==> src/rtl/aww_types_pkg.sv <==
// Redirect-unit types: FSM states and flush-vector bit positions.
package aww_types_pkg;

  typedef enum logic [1:0] {
    IDLE    = 2'd0,
    PENDING = 2'd1,
    HALTED  = 2'd2
  } redirect_state_t;

  // Bit positions inside the [0:1] flushes vector.
  localparam int FLUSH_IFID = 0;
  localparam int FLUSH_IDEX = 1;

endpackage

==> src/rtl/cpu_types_pkg.sv <==
// Shared CPU datapath types.
package cpu_types_pkg;

  typedef logic [31:0] word_t;

endpackage

==> src/rtl/redirect_stats.sv <==
// Saturating redirect counter; only instantiated when REDIRECT_STATS_EN is defined.
module redirect_stats #(
  parameter int CNT_W = 16
) (
  input  logic             CLK,
  input  logic             RST,
  input  logic             inc,
  output logic [CNT_W-1:0] cnt
);

  // Count accepted redirects, sticking at all-ones instead of wrapping.
  always_ff @(posedge CLK) begin
    if (RST) begin
      cnt <= '0;
    end else if (inc && (cnt != '1)) begin
      cnt <= cnt + 1'b1;
    end
  end

endmodule

==> src/rtl/redirect_unit.sv <==
// Redirect unit: merges taken-branch (EX/MEM) and jump (ID/EX) redirects into
// one PC redirect request, holds it while the PC is stalled, and stops on halt.
// Optional redirect counter enabled by defining REDIRECT_STATS_EN.
module redirect_unit
  import cpu_types_pkg::*;
  import aww_types_pkg::*;
(
  input  logic        CLK,
  input  logic        RST,
  input  logic        exmem_branch,
  input  logic        exmem_taken,
  input  word_t       exmem_target,
  input  logic        idex_jump,
  input  word_t       idex_jtarget,
  input  logic        pc_WEN,
  input  logic        halt,
  output logic        npc_change,
  output word_t       npc,
  output logic [0:1]  flushes,
  output logic        pending,
  output logic [15:0] redirect_cnt
);

  redirect_state_t state, next_state;
  word_t           pend_npc;
  logic            accept;
  logic            taken;

  assign taken = exmem_branch & exmem_taken;

  // State register; reset always returns to IDLE.
  always_ff @(posedge CLK) begin
    if (RST) begin
      state <= IDLE;
    end else begin
      state <= next_state;
    end
  end

  // Capture the redirect target whenever the PC cannot take it this cycle.
  always_ff @(posedge CLK) begin
    if (RST) begin
      pend_npc <= '0;
    end else if (accept && !pc_WEN) begin
      pend_npc <= npc;
    end
  end

  // Next-state and redirect outputs; the older branch beats a younger jump,
  // and reset or halt silence every output.
  always_comb begin
    next_state = state;
    accept     = 1'b0;
    npc_change = 1'b0;
    npc        = '0;
    flushes    = '0;
    pending    = 1'b0;
    if (!RST) begin
      if (halt) begin
        next_state = HALTED;
      end else begin
        case (state)
          IDLE: begin
            if (taken) begin
              accept                = 1'b1;
              npc                   = exmem_target;
              flushes[FLUSH_IFID]   = 1'b1;
              flushes[FLUSH_IDEX]   = 1'b1;
            end else if (idex_jump) begin
              accept                = 1'b1;
              npc                   = idex_jtarget;
              flushes[FLUSH_IFID]   = 1'b1;
            end
            npc_change = accept;
            if (accept && !pc_WEN) begin
              next_state = PENDING;
            end
          end
          PENDING: begin
            npc_change = 1'b1;
            pending    = 1'b1;
            npc        = pend_npc;
            // A jump here is younger than the held redirect and is dropped.
            if (taken) begin
              accept              = 1'b1;
              npc                 = exmem_target;
              flushes[FLUSH_IFID] = 1'b1;
              flushes[FLUSH_IDEX] = 1'b1;
            end
            if (pc_WEN) begin
              next_state = IDLE;
            end
          end
          HALTED: begin
            next_state = HALTED;
          end
          default: begin
            next_state = IDLE;
          end
        endcase
      end
    end
  end

`ifdef REDIRECT_STATS_EN
  redirect_stats #(.CNT_W(16)) u_stats (
    .CLK (CLK),
    .RST (RST),
    .inc (accept),
    .cnt (redirect_cnt)
  );
`else
  assign redirect_cnt = 16'h0;
`endif

endmodule

==> config.mk <==
export PLATFORM = sky130hd
export DESIGN_NAME = redirect_unit
export DESIGN_NICKNAME = d
export VERILOG_FILES = /design/src/rtl/aww_types_pkg.sv /design/src/rtl/cpu_types_pkg.sv /design/src/rtl/redirect_stats.sv /design/src/rtl/redirect_unit.sv
export SDC_FILE = /design/constraint.sdc
export NUM_CORES = 1
export LEC_CHECK = 0
export BUFFER_PORTS_ARGS = -buffer_cell sky130_fd_sc_hd__buf_4
export CAP_MARGIN = 10
export CORE_MARGIN = 2
export CORE_UTILIZATION = 45
export CTS_CLUSTER_DIAMETER = 200
export CTS_CLUSTER_SIZE = 20
export DETAILED_ROUTE_END_ITERATION = 10
export GPL_ROUTABILITY_DRIVEN = 0
export PLACE_DENSITY = 0.81
export SLEW_MARGIN = 20
export SYNTH_ARGS = -nofsm -noshare
export SYNTH_HDL_FRONTEND = slang
export SYNTH_HIERARCHICAL = 1
export SYNTH_SLANG_ARGS = --single-unit
export TNS_END_PERCENT = 30
==> constraint.sdc <==
create_clock -name CLK -period 5.8 [get_ports CLK]
set_clock_uncertainty 0.15 [all_clocks]
set_input_delay 1.74 -clock CLK [delete_from_list [all_inputs] [get_ports CLK]]
set_output_delay 1.74 -clock CLK [all_outputs]
set_load 0.005 [all_outputs]
==> flow_summary_export.csv <==
group,metric,value,unit
timing,tightest_slew,0.9792,ns
worst_setup_path,crit_chain,"buf_4 -> or3_1 -> nand2b_4 -> or2_2 -> nand2_1 -> buf_4",
timing,drv_slew,0,
timing,setup_viol,0,
worst_setup_path,path_delay_family,"simple AND/OR/NAND/NOR gates",
worst_setup_path,cp_common_cell,"buf_4",
clock_tree,cts_setup_buffers,0,
worst_setup_path,max_stage_delay,0.47,ns
timing,period_minus_slack,5.110,ns
clock_tree,cts_tree,"built",
clock_tree,cts_htree_levels,2,
synthesis,synth-adder-area-share,0,%
place,place_hpwl,4.382,mm
synthesis,synth_top_family_by_area,"compound AO/OA/AOI/OAI gates",
finish,regArea,680.7,um^2
clock_tree,clock_latency,0.28,ns
worst_setup_path,path_max_fanout,32,
die,io_pins,123,
timing,maxSlewHeadroom,34.51,%
worst_setup_path,endpoint_kind,"output pin",
grt,grt_max_degree,48,
synthesis,avgSynthCellArea,7.979,um^2
timing,period_share,88.10,%
die,rows,25,
die,start_util,47.35,%
finish,stdcell_area,0.003122,mm^2
drt,remaining_drc_errors,0,
clock_tree,ctsRootBufferMaster,"clkbuf_8",
place,place_area,0.003030,mm^2
run,drv_cap,0,
finish,multi_input_area,0.001401,mm^2
synthesis,yosys.area_share.simple,27.39,%
synthesis,synthMuxAreaShare,0,%
timing,worst_hold_slack,0.3518,ns
timing,finalHoldViolCount,0,
place,placedCellCount,437,
worst_setup_path,crit_path_top_delay_cell,"or3_1",
finish,finalNonFillerCells,445,
synthesis,ys_types,20,
die,die_h,74.96,um
synthesis,netlist_area,0.002266,mm^2
drt,num_vias,2322,
finish,fill_cells,433,
run_status,outcome,"completed",
worst_setup_path,rr_startpoint,"state[0]$_SDFFE_PP0P_",
grt,first_global_vias,2221,
drt,route.detailed.wl_per_inst,14.05,um
drt,dr.pass1.iters,5,
finish,n_antenna_cell,0,
place,port_buffers,106,
die,dieArea,0.005619,mm^2
drt,drtIter0Drc,91,
timing,fmax,195.7,MHz
power,power_leakage,1.396,nW
clock_tree,postCtsHoldBufs,0,
synthesis,yosysWarnings,6,
clock_tree,cts_made_buffers,5,
grt,antenna_found_initial,0,
drt,vias_per_cell,5.218,
worst_setup_path,cp-start-kind,"input pin",
power,peakVddDrop,0.09992,mV
clock_tree,clock-sinks,34,
drt,ant_nets,0,
die,die_x,74.96,um
grt,overflow,0,
hold_path,hold_path_class,"register to register",
worst_setup_path,required,3.91,ns
finish,drive_gt1_share,46.56,%
die,coreArea,0.004786,mm^2
worst_setup_path,crit_type,"input pin to output pin",
hold_path,min_from,"pend_npc[27]$_SDFFE_PP0P_",
timing,rsz0062_at_grt,"no",
synthesis,yosys.area_share.xor_xnor,0,%
finish,final_nets,448,
grt,grt_usage,22.75,%
worst_setup_path,cp-startpoint,"RST",
clock_tree,clk_pin_slew,0.07,ns
synthesis,ys_ff_latch,34,
timing,finalSetupTns,0,ns
finish,area_delta_synth_final,37.77,%
synthesis,synth_compound_area_share,31.70,%
power,p_per_area,173.9,mW/mm^2
drt,wirelength,6.253,mm
synthesis,yosysSeqAreaShare,30.04,%
grt,grt_pass1_wl,9.942,mm
clock_tree,clk_path_buf_depth,2,
clock_tree,cts_resized,0,
worst_setup_path,crit_arrival,3.22,ns
worst_setup_path,crit_buf_inv,2,
synthesis,syn_inst,284,
metrics by stage:
stage                power, W  setup slack (ns)  utilization, %
floorplan           0.0003159            0.8624               -
global placement    0.0003654            0.7127           63.32
detailed placement  0.0003677            0.6705           63.32
CTS                 0.0005490            0.6711           65.23
global route        0.0005692            0.6027           65.23
finish              0.0005429            0.6900           65.23
power by group:
group          leakage (nW)  switching (W)  internal (W)
clock                0.0482      0.0000844     0.0000958
sequential            0.276     0.00000517      0.000242
combinational          1.07      0.0000528     0.0000628
worst register-to-register path: stages (launching register included):
cell and delay (ns):
dfxtp_1 0.50, buf_4 0.32, nand2b_1 0.23, a211oi_4 0.86, buf_12 0.35, nor2_1 0.09
a311oi_2 0.26
final cells by class:
cell class | count | share of cell area (%)
clock buffer | 7 | 2.766
clock inverter | 1 | 0.1603
inverter | 1 | 0.1202
multi-input combinational | 222 | 44.89
sequential | 34 | 21.80
tap | 67 | 2.685
timing repair buffer | 113 | 27.58
registers in the layout, indices dropped and copies added (netlist names):
register and count:
state 2, pend_npc 32
kinds of logic after synthesis:
family                 after synthesis
buffers and inverters               43
other                                1
flip-flops                          34
AND/OR/NAND/NOR                    138
AO/OA/AOI/OAI                       68
worst paths after layout:
path	endpoint	slack [ns]	depth (start not counted)
min	pend_npc[27]$_SDFFE_PP0P_	0.35	2
min reg2reg	pend_npc[27]$_SDFFE_PP0P_	0.35	2
max reg2reg	pend_npc[5]$_SDFFE_PP0P_	2.96	6
max	npc[11]	0.69	6
cell usage in the layout, fill, tap and decap left out:
master      n
inv_1       1
nor2b_2     1
dfxtp_1    34
nand2b_1    1
buf_12      1
a311oi_1    6
clkinv_2    1
clkbuf_1    1
a211oi_4    1
clkbuf_8    6
nand2_1    65
a21oi_1     3
nor2b_1     1
nor2_2      1
buf_4     112
or2_1       6
or3_1       1
a311oi_2   26
nand2b_4    1
a22oi_1    32
conb_1     16
or2_2      26
nor2_1     35
synthesized netlist by cell type:
library cell  number  area [um^2]
clkbuf_1          15        56.30
nor2_2             1        6.260
conb_1             1        3.750
a22oi_1           32        240.2
nand2_1           65        244.0
or2_2             26        162.7
buf_2              8        40.04
nand2b_1           1        6.260
buf_4             19        142.6
inv_1              1        3.750
or2_1              6        37.54
nor2b_1            2        12.51
or3_1              1        6.260
a211oi_4           1        20.02
nor2_1            35        131.4
a21oi_1            3        15.01
nand2b_4           1        13.76
a311oi_1           6        52.55
dfxtp_1           34        680.7
a311oi_2          26        390.4
layer usage:
layer  routed length [um]  up-vias  GRT usage (%)
li1                     -     1149              -
met5                    0        -              0
met4                   67        0          7.738
met3                  445        6          4.953
met2                 3159       96          39.96
met1                 2580     1071          27.42
Note: power is estimated with default switching activity, not from simulation.
